### config.mk
export PLATFORM = sky130hd
export DESIGN_NAME = control_pipeline_unit
export DESIGN_NICKNAME = d
export VERILOG_FILES = /design/src/rtl/mips_ctrl_pkg.sv /design/src/rtl/control_decode.sv /design/src/rtl/control_pipeline_unit.sv
export SDC_FILE = /design/constraint.sdc
export NUM_CORES = 1
export LEC_CHECK = 0
export ABC_AREA = 1
export BUFFER_PORTS_ARGS = -buffer_cell sky130_fd_sc_hd__buf_2
export CAP_MARGIN = 20
export CORE_MARGIN = 3
export CORE_UTILIZATION = 30
export CTS_CLUSTER_SIZE = 16
export DETAILED_ROUTE_END_ITERATION = 7
export PLACE_DENSITY = 0.64
export SETUP_SLACK_MARGIN = 0.1
export SYNTH_ARGS = -nofsm -noshare
export SYNTH_HDL_FRONTEND = slang
export SYNTH_SLANG_ARGS = --single-unit
export TNS_END_PERCENT = 50
### constraint.sdc
create_clock -name clk -period 1.2 [get_ports clk]
set_input_delay 0.12 -clock clk [delete_from_list [all_inputs] [get_ports clk]]
set_output_delay 0.12 -clock clk [all_outputs]
set_load 0.03 [all_outputs]
### src/rtl/mips_ctrl_pkg.sv
// Shared control definitions for the pipelined MIPS control path.
// Covers opcodes, ALUOp encodings and the per-stage control bundle.
package mips_ctrl_pkg;

    localparam int OPCODE_W = 6;
    localparam int REG_W    = 5;
    localparam int ALUOP_W  = 2;

    localparam logic [REG_W-1:0] LINK_REG = 5'd31;

    localparam logic [OPCODE_W-1:0] OP_RTYPE = 6'd0;
    localparam logic [OPCODE_W-1:0] OP_J     = 6'd2;
    localparam logic [OPCODE_W-1:0] OP_JAL   = 6'd3;
    localparam logic [OPCODE_W-1:0] OP_BEQ   = 6'd4;
    localparam logic [OPCODE_W-1:0] OP_BNE   = 6'd5;
    localparam logic [OPCODE_W-1:0] OP_ADDIU = 6'd9;
    localparam logic [OPCODE_W-1:0] OP_LW    = 6'd35;
    localparam logic [OPCODE_W-1:0] OP_SW    = 6'd43;

    localparam logic [ALUOP_W-1:0] ALUOP_ADD   = 2'b00;
    localparam logic [ALUOP_W-1:0] ALUOP_SUB   = 2'b01;
    localparam logic [ALUOP_W-1:0] ALUOP_FUNCT = 2'b10;

    typedef struct packed {
        logic               regwrite;
        logic               memtoreg;
        logic               memread;
        logic               memwrite;
        logic               branch;
        logic               bne;
        logic               jump;
        logic               link;
        logic               alusrc;
        logic [ALUOP_W-1:0] aluop;
        logic [REG_W-1:0]   dst;
    } ctrl_bundle_t;

    localparam ctrl_bundle_t BUBBLE = '0;

endpackage

### src/rtl/control_decode.sv
// Combinational opcode decoder: ID-stage opcode to control bundle.
// Flags unknown opcodes and reports whether the instruction reads rt.
module control_decode
    import mips_ctrl_pkg::*;
(
    input  logic                id_valid_i,
    input  logic [OPCODE_W-1:0] opcode_i,
    input  logic [REG_W-1:0]    rt_i,
    input  logic [REG_W-1:0]    rd_i,
    output ctrl_bundle_t        bundle_o,
    output logic                uses_rt_o,
    output logic                illegal_o
);

    ctrl_bundle_t dec_s;
    logic         known_s;

    // opcode table; uses_rt depends on opcode alone, bundle is gated by valid
    always_comb begin
        dec_s     = BUBBLE;
        uses_rt_o = 1'b0;
        known_s   = 1'b1;
        case (opcode_i)
            OP_RTYPE: begin
                dec_s.regwrite = 1'b1;
                dec_s.dst      = rd_i;
                dec_s.aluop    = ALUOP_FUNCT;
                uses_rt_o      = 1'b1;
            end
            OP_ADDIU: begin
                dec_s.regwrite = 1'b1;
                dec_s.alusrc   = 1'b1;
                dec_s.dst      = rt_i;
                dec_s.aluop    = ALUOP_ADD;
            end
            OP_LW: begin
                dec_s.regwrite = 1'b1;
                dec_s.memread  = 1'b1;
                dec_s.memtoreg = 1'b1;
                dec_s.alusrc   = 1'b1;
                dec_s.dst      = rt_i;
            end
            OP_SW: begin
                dec_s.memwrite = 1'b1;
                dec_s.alusrc   = 1'b1;
                uses_rt_o      = 1'b1;
            end
            OP_BEQ, OP_BNE: begin
                dec_s.branch = 1'b1;
                dec_s.bne    = (opcode_i == OP_BNE);
                dec_s.aluop  = ALUOP_SUB;
                uses_rt_o    = 1'b1;
            end
            OP_J: begin
                dec_s.jump = 1'b1;
            end
            OP_JAL: begin
                dec_s.jump     = 1'b1;
                dec_s.regwrite = 1'b1;
                dec_s.link     = 1'b1;
                dec_s.dst      = LINK_REG;
            end
            default: begin
                known_s = 1'b0;
            end
        endcase

        if (id_valid_i && known_s) begin
            bundle_o = dec_s;
        end else begin
            bundle_o = BUBBLE;
        end
        illegal_o = id_valid_i & ~known_s;
    end

endmodule

### src/rtl/control_pipeline_unit.sv
// Pipelined control unit: ID decode, ID/EX, EX/MEM, MEM/WB control registers,
// plus load-use stall and branch/jump flush generation.
module control_pipeline_unit
    import mips_ctrl_pkg::*;
(
    input  logic                clk,
    input  logic                rst_n,
    input  logic                id_valid,
    input  logic [OPCODE_W-1:0] id_opcode,
    input  logic [REG_W-1:0]    id_rs,
    input  logic [REG_W-1:0]    id_rt,
    input  logic [REG_W-1:0]    id_rd,
    input  logic                ex_zero,
    output logic                stall,
    output logic                pc_write,
    output logic                ifid_write,
    output logic                flush_ifid,
    output logic                id_jump,
    output logic                ex_alusrc,
    output logic [ALUOP_W-1:0]  ex_aluop,
    output logic                ex_branch_taken,
    output logic [REG_W-1:0]    ex_dst,
    output logic                mem_memread,
    output logic                mem_memwrite,
    output logic [REG_W-1:0]    mem_dst,
    output logic                mem_regwrite,
    output logic                wb_regwrite,
    output logic                wb_memtoreg,
    output logic                wb_link,
    output logic [REG_W-1:0]    wb_dst,
    output logic                illegal_op
);

    ctrl_bundle_t dec_s;
    ctrl_bundle_t idex_d;
    ctrl_bundle_t idex_q;
    ctrl_bundle_t exmem_q;
    ctrl_bundle_t memwb_q;
    logic         uses_rt_s;
    logic         hazard_s;
    logic         taken_s;

    control_decode u_decode (
        .id_valid_i (id_valid),
        .opcode_i   (id_opcode),
        .rt_i       (id_rt),
        .rd_i       (id_rd),
        .bundle_o   (dec_s),
        .uses_rt_o  (uses_rt_s),
        .illegal_o  (illegal_op)
    );

    assign taken_s  = idex_q.branch & (ex_zero ^ idex_q.bne);
    assign hazard_s = idex_q.memread && (idex_q.dst != {REG_W{1'b0}}) &&
                      ((idex_q.dst == id_rs) || (uses_rt_s && (idex_q.dst == id_rt)));

    // a taken branch squashes the ID instruction, so its hazard is moot
    assign stall           = hazard_s & ~taken_s;
    assign pc_write        = ~stall;
    assign ifid_write      = ~stall;
    assign id_jump         = dec_s.jump & ~taken_s;
    assign flush_ifid      = taken_s | id_jump;
    assign ex_branch_taken = taken_s;

    // ID/EX next state: wrong-path and stalled instructions become bubbles
    always_comb begin
        idex_d = dec_s;
        if (taken_s) begin
            idex_d = BUBBLE;
        end else if (stall) begin
            idex_d = BUBBLE;
        end else begin
            idex_d = dec_s;
        end
    end

    // stage registers; EX/MEM and MEM/WB advance unconditionally
    always_ff @(posedge clk) begin
        if (!rst_n) begin
            idex_q  <= BUBBLE;
            exmem_q <= BUBBLE;
            memwb_q <= BUBBLE;
        end else begin
            idex_q  <= idex_d;
            exmem_q <= idex_q;
            memwb_q <= exmem_q;
        end
    end

    assign ex_alusrc    = idex_q.alusrc;
    assign ex_aluop     = idex_q.aluop;
    assign ex_dst       = idex_q.dst;
    assign mem_memread  = exmem_q.memread;
    assign mem_memwrite = exmem_q.memwrite;
    assign mem_regwrite = exmem_q.regwrite;
    assign mem_dst      = exmem_q.dst;
    assign wb_regwrite  = memwb_q.regwrite;
    assign wb_memtoreg  = memwb_q.memtoreg;
    assign wb_link      = memwb_q.link;
    assign wb_dst       = memwb_q.dst;

    logic unused_wb_fields_s;
    assign unused_wb_fields_s = ^{memwb_q.memread, memwb_q.memwrite, memwb_q.branch,
                                  memwb_q.bne, memwb_q.jump, memwb_q.alusrc, memwb_q.aluop};

endmodule

Yosys cells after proc, flatten, opt, wreduce, memory -nomap -nowiden
Index checks and enable logic that the tools add are counted.
{"block": "op_classes", "n_shift": 0, "reduce_logical": 16, "bitwise": 12, "mul": 0, "div": 0, "n_mux": 12, "n_eq_ne": 9, "order_cmp": 0, "addsub": 0}
{"cell": "$pmux 5 s3", "n": 1}
{"cell": "$eq 6x2->1 const B", "n": 2}
{"cell": "$eq 6x3->1 const B", "n": 2}
{"cell": "$eq 6x6->1 const B", "n": 2}
{"cell": "$reduce_or 4->1", "n": 3}
{"cell": "$eq 5x5->1", "n": 2}
{"cell": "$mux 10", "n": 1}
{"cell": "$reduce_or 8->1", "n": 1}
{"cell": "$mux 1", "n": 7}
{"cell": "$eq 6x4->1 const B", "n": 1}
{"cell": "$logic_not 6->1", "n": 1}
{"cell": "$not 1->1", "n": 6}
{"cell": "$reduce_or 2->1", "n": 3}
{"cell": "$reduce_bool 5->1", "n": 1}
{"cell": "$reduce_or 5->1", "n": 1}
{"cell": "$and 1x1->1", "n": 4}
{"cell": "$logic_and 1x1->1", "n": 4}
{"cell": "$mux 2", "n": 2}
{"cell": "$pmux 2 s2", "n": 1}
{"cell": "$reduce_or 3->1", "n": 1}
{"cell": "$logic_or 1x1->1", "n": 1}
{"cell": "$or 1x1->1", "n": 1}
{"cell": "$xor 1x1->1", "n": 1}
{"block": "word_totals", "romBits": 0, "out_inout_bits": 31, "mem_count": 0, "ram_bits": 0, "latch_bits": 0, "reg_bits": 33, "inputBits": 25}

Longest topological paths before layout
{"block": "logic_depth", "ltp_word": 8, "depth_mapped": 11, "ltp_nobuf": 10}

Cells and area by module
Synthesis repeated with hierarchy kept, for this count alone.
{"block": "hier_totals", "cells_unflattened": 259, "area_unflattened_um2": 1701.6}
{"mod": "control_pipeline_unit", "area_each_um2": 1306.3, "seq_area_each_um2": 660.6, "instances": 1, "cells_per_inst": 183}
{"mod": "control_decode", "area_each_um2": 395.4, "seq_area_each_um2": 0.0, "instances": 1, "cells_per_inst": 76}

Worst setup path before layout
OpenSTA, ideal clock, no wires.
{"block": "synth_timing", "path_kind": "register to output", "from": "register idex_q, in the netlist ex_dst[1]", "to": "output port pc_write", "stages_incl_launch_ff": 10, "setup_slack_ns": -0.756, "t_arrival_ns": 1.836, "cell_sequence": "dfxtp_1 -> xnor2_1 -> nand2_1 -> nor2_1 -> nand3_1 -> nand2_1 -> nand2_1 -> nor2_1 -> inv_1 -> buf_4"}
{"block": "synth_via", "elab_chain_cells": 6}
{"item": "start, declared", "line_no": "control_pipeline_unit.sv:36", "rtl": "ctrl_bundle_t idex_q;"}
{"item": "start signal, assigned", "line_no": "control_pipeline_unit.sv:84", "rtl": "idex_q <= idex_d;"}
{"item": "$eq 5x5->1", "line_no": "control_pipeline_unit.sv:55", "rtl": "((idex_q.dst == id_rs) || (uses_rt_s && (idex_q.dst == id_rt)));"}
{"item": "$logic_and 1x1->1", "line_no": "control_pipeline_unit.sv:55"}
{"item": "$logic_or 1x1->1", "line_no": "control_pipeline_unit.sv:55"}
{"item": "$logic_and 1x1->1 (*)", "line_no": "control_pipeline_unit.sv:54", "rtl": "assign hazard_s = idex_q.memread && (idex_q.dst != {REG_W{1'b0}}) &&"}
{"item": "$and 1x1->1 (*)", "line_no": "control_pipeline_unit.sv:58", "rtl": "assign stall = hazard_s & ~taken_s;"}
{"item": "via stall", "line_no": "control_pipeline_unit.sv:14", "rtl": "output logic stall,"}
{"item": "$not 1->1 (*)"}
{"item": "end, declared", "line_no": "control_pipeline_unit.sv:15", "rtl": "output logic pc_write,"}
The timed path passes the listed nets; every way through them passes the cells marked *.

Final worst setup path
{"block": "layout_timing", "from": "register idex_q, in the netlist ex_dst[0]", "to": "output port ifid_write"}
{"block": "layout_via", "elab_chain_cells": 6}
{"item": "$eq 5x5->1", "line_no": "control_pipeline_unit.sv:55"}
{"item": "$logic_and 1x1->1", "line_no": "control_pipeline_unit.sv:55"}
{"item": "$logic_or 1x1->1", "line_no": "control_pipeline_unit.sv:55"}
{"item": "$logic_and 1x1->1 (*)", "line_no": "control_pipeline_unit.sv:54"}
{"item": "$and 1x1->1 (*)", "line_no": "control_pipeline_unit.sv:58"}
{"item": "$not 1->1 (*)", "line_no": "control_pipeline_unit.sv:60", "rtl": "assign ifid_write = ~stall;"}
{"item": "end, declared", "line_no": "control_pipeline_unit.sv:16", "rtl": "output logic ifid_write,"}
Mark *: on every way between the ends. The rest lies on a longest branch, timed or not.

==> metrics <==
largest net degree at the start of global routing 18; Core Box Area 4410 um2; share of cells above drive strength 1 between 50% and 60%; Cell Area, Synth between 1000 and 1500 um2; critical path arrival between 1 and 1.5 ns; row count 24; type of the worst min-delay path primary input to register; slowest stage delay, CP 0.36 ns; Starting Density between 30% and 40%; clock slew at reported path FFs about 0.06 ns; Layout area overhead 69.6%; pwr dens around 1000 nW/um2; startpoint types register; clk root buf clkbuf_8; drt initial violations 39; Pre-antenna DRT Iters 4; #FFs+latches synth 31; sequential area share after synthesis 44.4%; n_diodes 0; Worst Skew 0.00566 ns; Place WS -0.274 ns; GP Congestion between 0.7 and 0.8; top cells by area, synth dfxtp_1 44%, inv_1 8.3%, buf_4 7.5%, nand2_1 7.5%, nor2_1 5.9%; DRT antenna net count 0; Crit-path slowest cell dfxtp_4; CTS Buf Count 5; grt ovf 0; Vias/cell ~4.3; Avg WL per Cell about 12 um; TritonCTS clock tree yes; CP Max Fanout 3; CTS max path bufs 2; CP delay by family, top simple AND/OR/NAND/NOR gates; Avg Cell Area, Syn around 8.0 um2; critical path cell sequence xnor2_2, nand2_1, nor2_1, nand3_1, nand2_1, nand2_2, nor2_4, inv_4, buf_6; die height between 70 and 80 um; htree depth 2; worst-case vdd ir drop roughly 0.00052 V; first-pass GRT wire length between 5000 and 6000 um; HPWL after DPL roughly 2300 um; Worst EP required between 1 and 1.5 ns; initial antenna violation count 0; Yosys cell types 23; Ys Warns 0; fmax about 630 MHz; Hold-fix buffers, CTS 0; part of the cycle the worst path needs 131%; die area 5510 um2; Clock Latency Late Sink 0.28 ns; Final Slew Violations 0; Fillers 401; Pleak approximately 1.3 nW; status finished with violations; area share of the largest cell type after synthesis between 40 and 50%; vias in the first global route roughly 1300; setup TNS -5.12 ns; Total Routing Usage GR 13.7%; # setup viols final 21; # DRC 0; most area-hungry cell type in the Yosys netlist dfxtp_1; WP buf/inv 2; measured slew at the worst slew-check pin ~0.24 ns; relative slew slack between 80% and 90%; Synth Instances around 170; Final min period around 1.6 ns; Crit path top cell by count nand2_1; Final Hold Fails 0; Die X 74.3 um; Final WS setup -0.376 ns; io pins 56; max-cap viol count 0; IO buf count 55; Crit Path Class register to primary output; nets 294; violated checks setup timing; final WL roughly 3800 um; RSZ-0062 raised after global routing true; via count 1374; Syn Nets between 150 and 200; CP Capture Type primary output; clk sinks 31
area by class of cell:
class	instances	area, um2	share of cell area (%)
Timing Repair Buffer	103	727	30.7
Multi-Input combinational cell	95	702	29.6
Sequential cell	31	632	26.7
Inverter	33	126	5.33
Clock buffer	6	82.6	3.48
Tap cell	52	65.1	2.75
Clock inverter	2	35.0	1.48
worst min-delay path, cell delays in order:
cell and delay, ns:
buf_2 0.08, a22oi_1 0.08, a21oi_2 0.12
cells in the final DEF, fill, tap and decap left out, types with 3 or more instances in the layout:
cell	count
nor2_2	10
xnor2_1	3
a22oi_1	5
nor2_1	10
buf_2	41
buf_6	11
buf_4	48
inv_1	29
nand2_2	7
nand3_4	4
nor2_4	8
xor2_1	5
dfxtp_4	3
clkbuf_8	6
a21oi_2	5
nand2_1	23
nand3_2	5
dfxtp_1	28
cell usage after synthesis:
master and instances:
buf_4 14, clkbuf_1 1, nand2_4 1, nand3_2 2, nor2_4 3, nor2_2 3
nand4_1 1, nand2_1 28, a21oi_1 1, nand3_4 1, nand2_2 3, a22oi_1 5
inv_1 31, xnor2_1 5, inv_2 1, dfxtp_1 31, xor2_1 5, buf_6 1
a21oi_2 5, nor2_1 22, o21ai_0 1, nand3_1 8, clkinv_1 1
metal layers:
metal  vias to the layer above  track usage, %  wire length [um]
met4                         0            7.31               125
met3                        14            4.86               273
met2                        48            24.0              2010
met5                         -               0                 0
li1                        697               -                 -
met1                       615            14.3              1350
path summary, 6_finish.rpt:
kind	startpoint	endpoint	slack, ns	cells past startpoint
max	ex_dst[0]	ifid_write	-0.38	9
min	id_rd[1]	ex_dst[1]	0.16	3
min reg2reg	idex_q[15]	mem_regwrite	0.41	2
max reg2reg	ex_dst[0]	ex_dst[0]	-0.22	10
what timing repair did:
item | 4_1_cts | 5_1_grt
resized for setup | 37 | 28
setup endpoints to repair | 24 | 25
setup buffers | 19 | 10
pin swaps | 18 | 14
gates cloned | 1 | 0
kinds of logic after synthesis:
kind of cell / share of synthesized area (%)
flip-flops: 44.4
XOR/XNOR: 6.27
AND/OR/NAND/NOR: 25.3
AO/OA/AOI/OAI: 6.53
buffers and inverters: 17.5
report_power, final:
group | internal, W | switching (W) | leakage [nW]
Combinational | 0.000135 | 0.000132 | 0.974
Sequential | 0.00102 | 0.000000590 | 0.252
Clock | 0.000671 | 0.000371 | 0.0612
Total | 0.00183 | 0.000503 | 1.29
state kept, by name, summed over array words and instances (netlist names):
name / cells
mem_memwrite: 1
wb_link: 1
wb_memtoreg: 1
mem_regwrite: 1
ex_alusrc: 1
exmem_q: 2
wb_regwrite: 1
ex_aluop: 2
wb_dst: 5
mem_dst: 5
idex_q: 6
ex_dst: 5
stage by stage:
step                cells  power (W)  instance area [um2]  hold WS (ns)  util (%)
finish                322    0.00233                 2370         0.159      53.7
floorplan             174    0.00114                 1430         0.255         -
detailed placement    285    0.00123                 1800         0.401      40.7
global placement      285    0.00123                 1800         0.398      40.7
global route          322    0.00244                 2370         0.181      53.7
CTS                   313    0.00232                 2200         0.150      49.9
(Power assumes the default switching activity.)
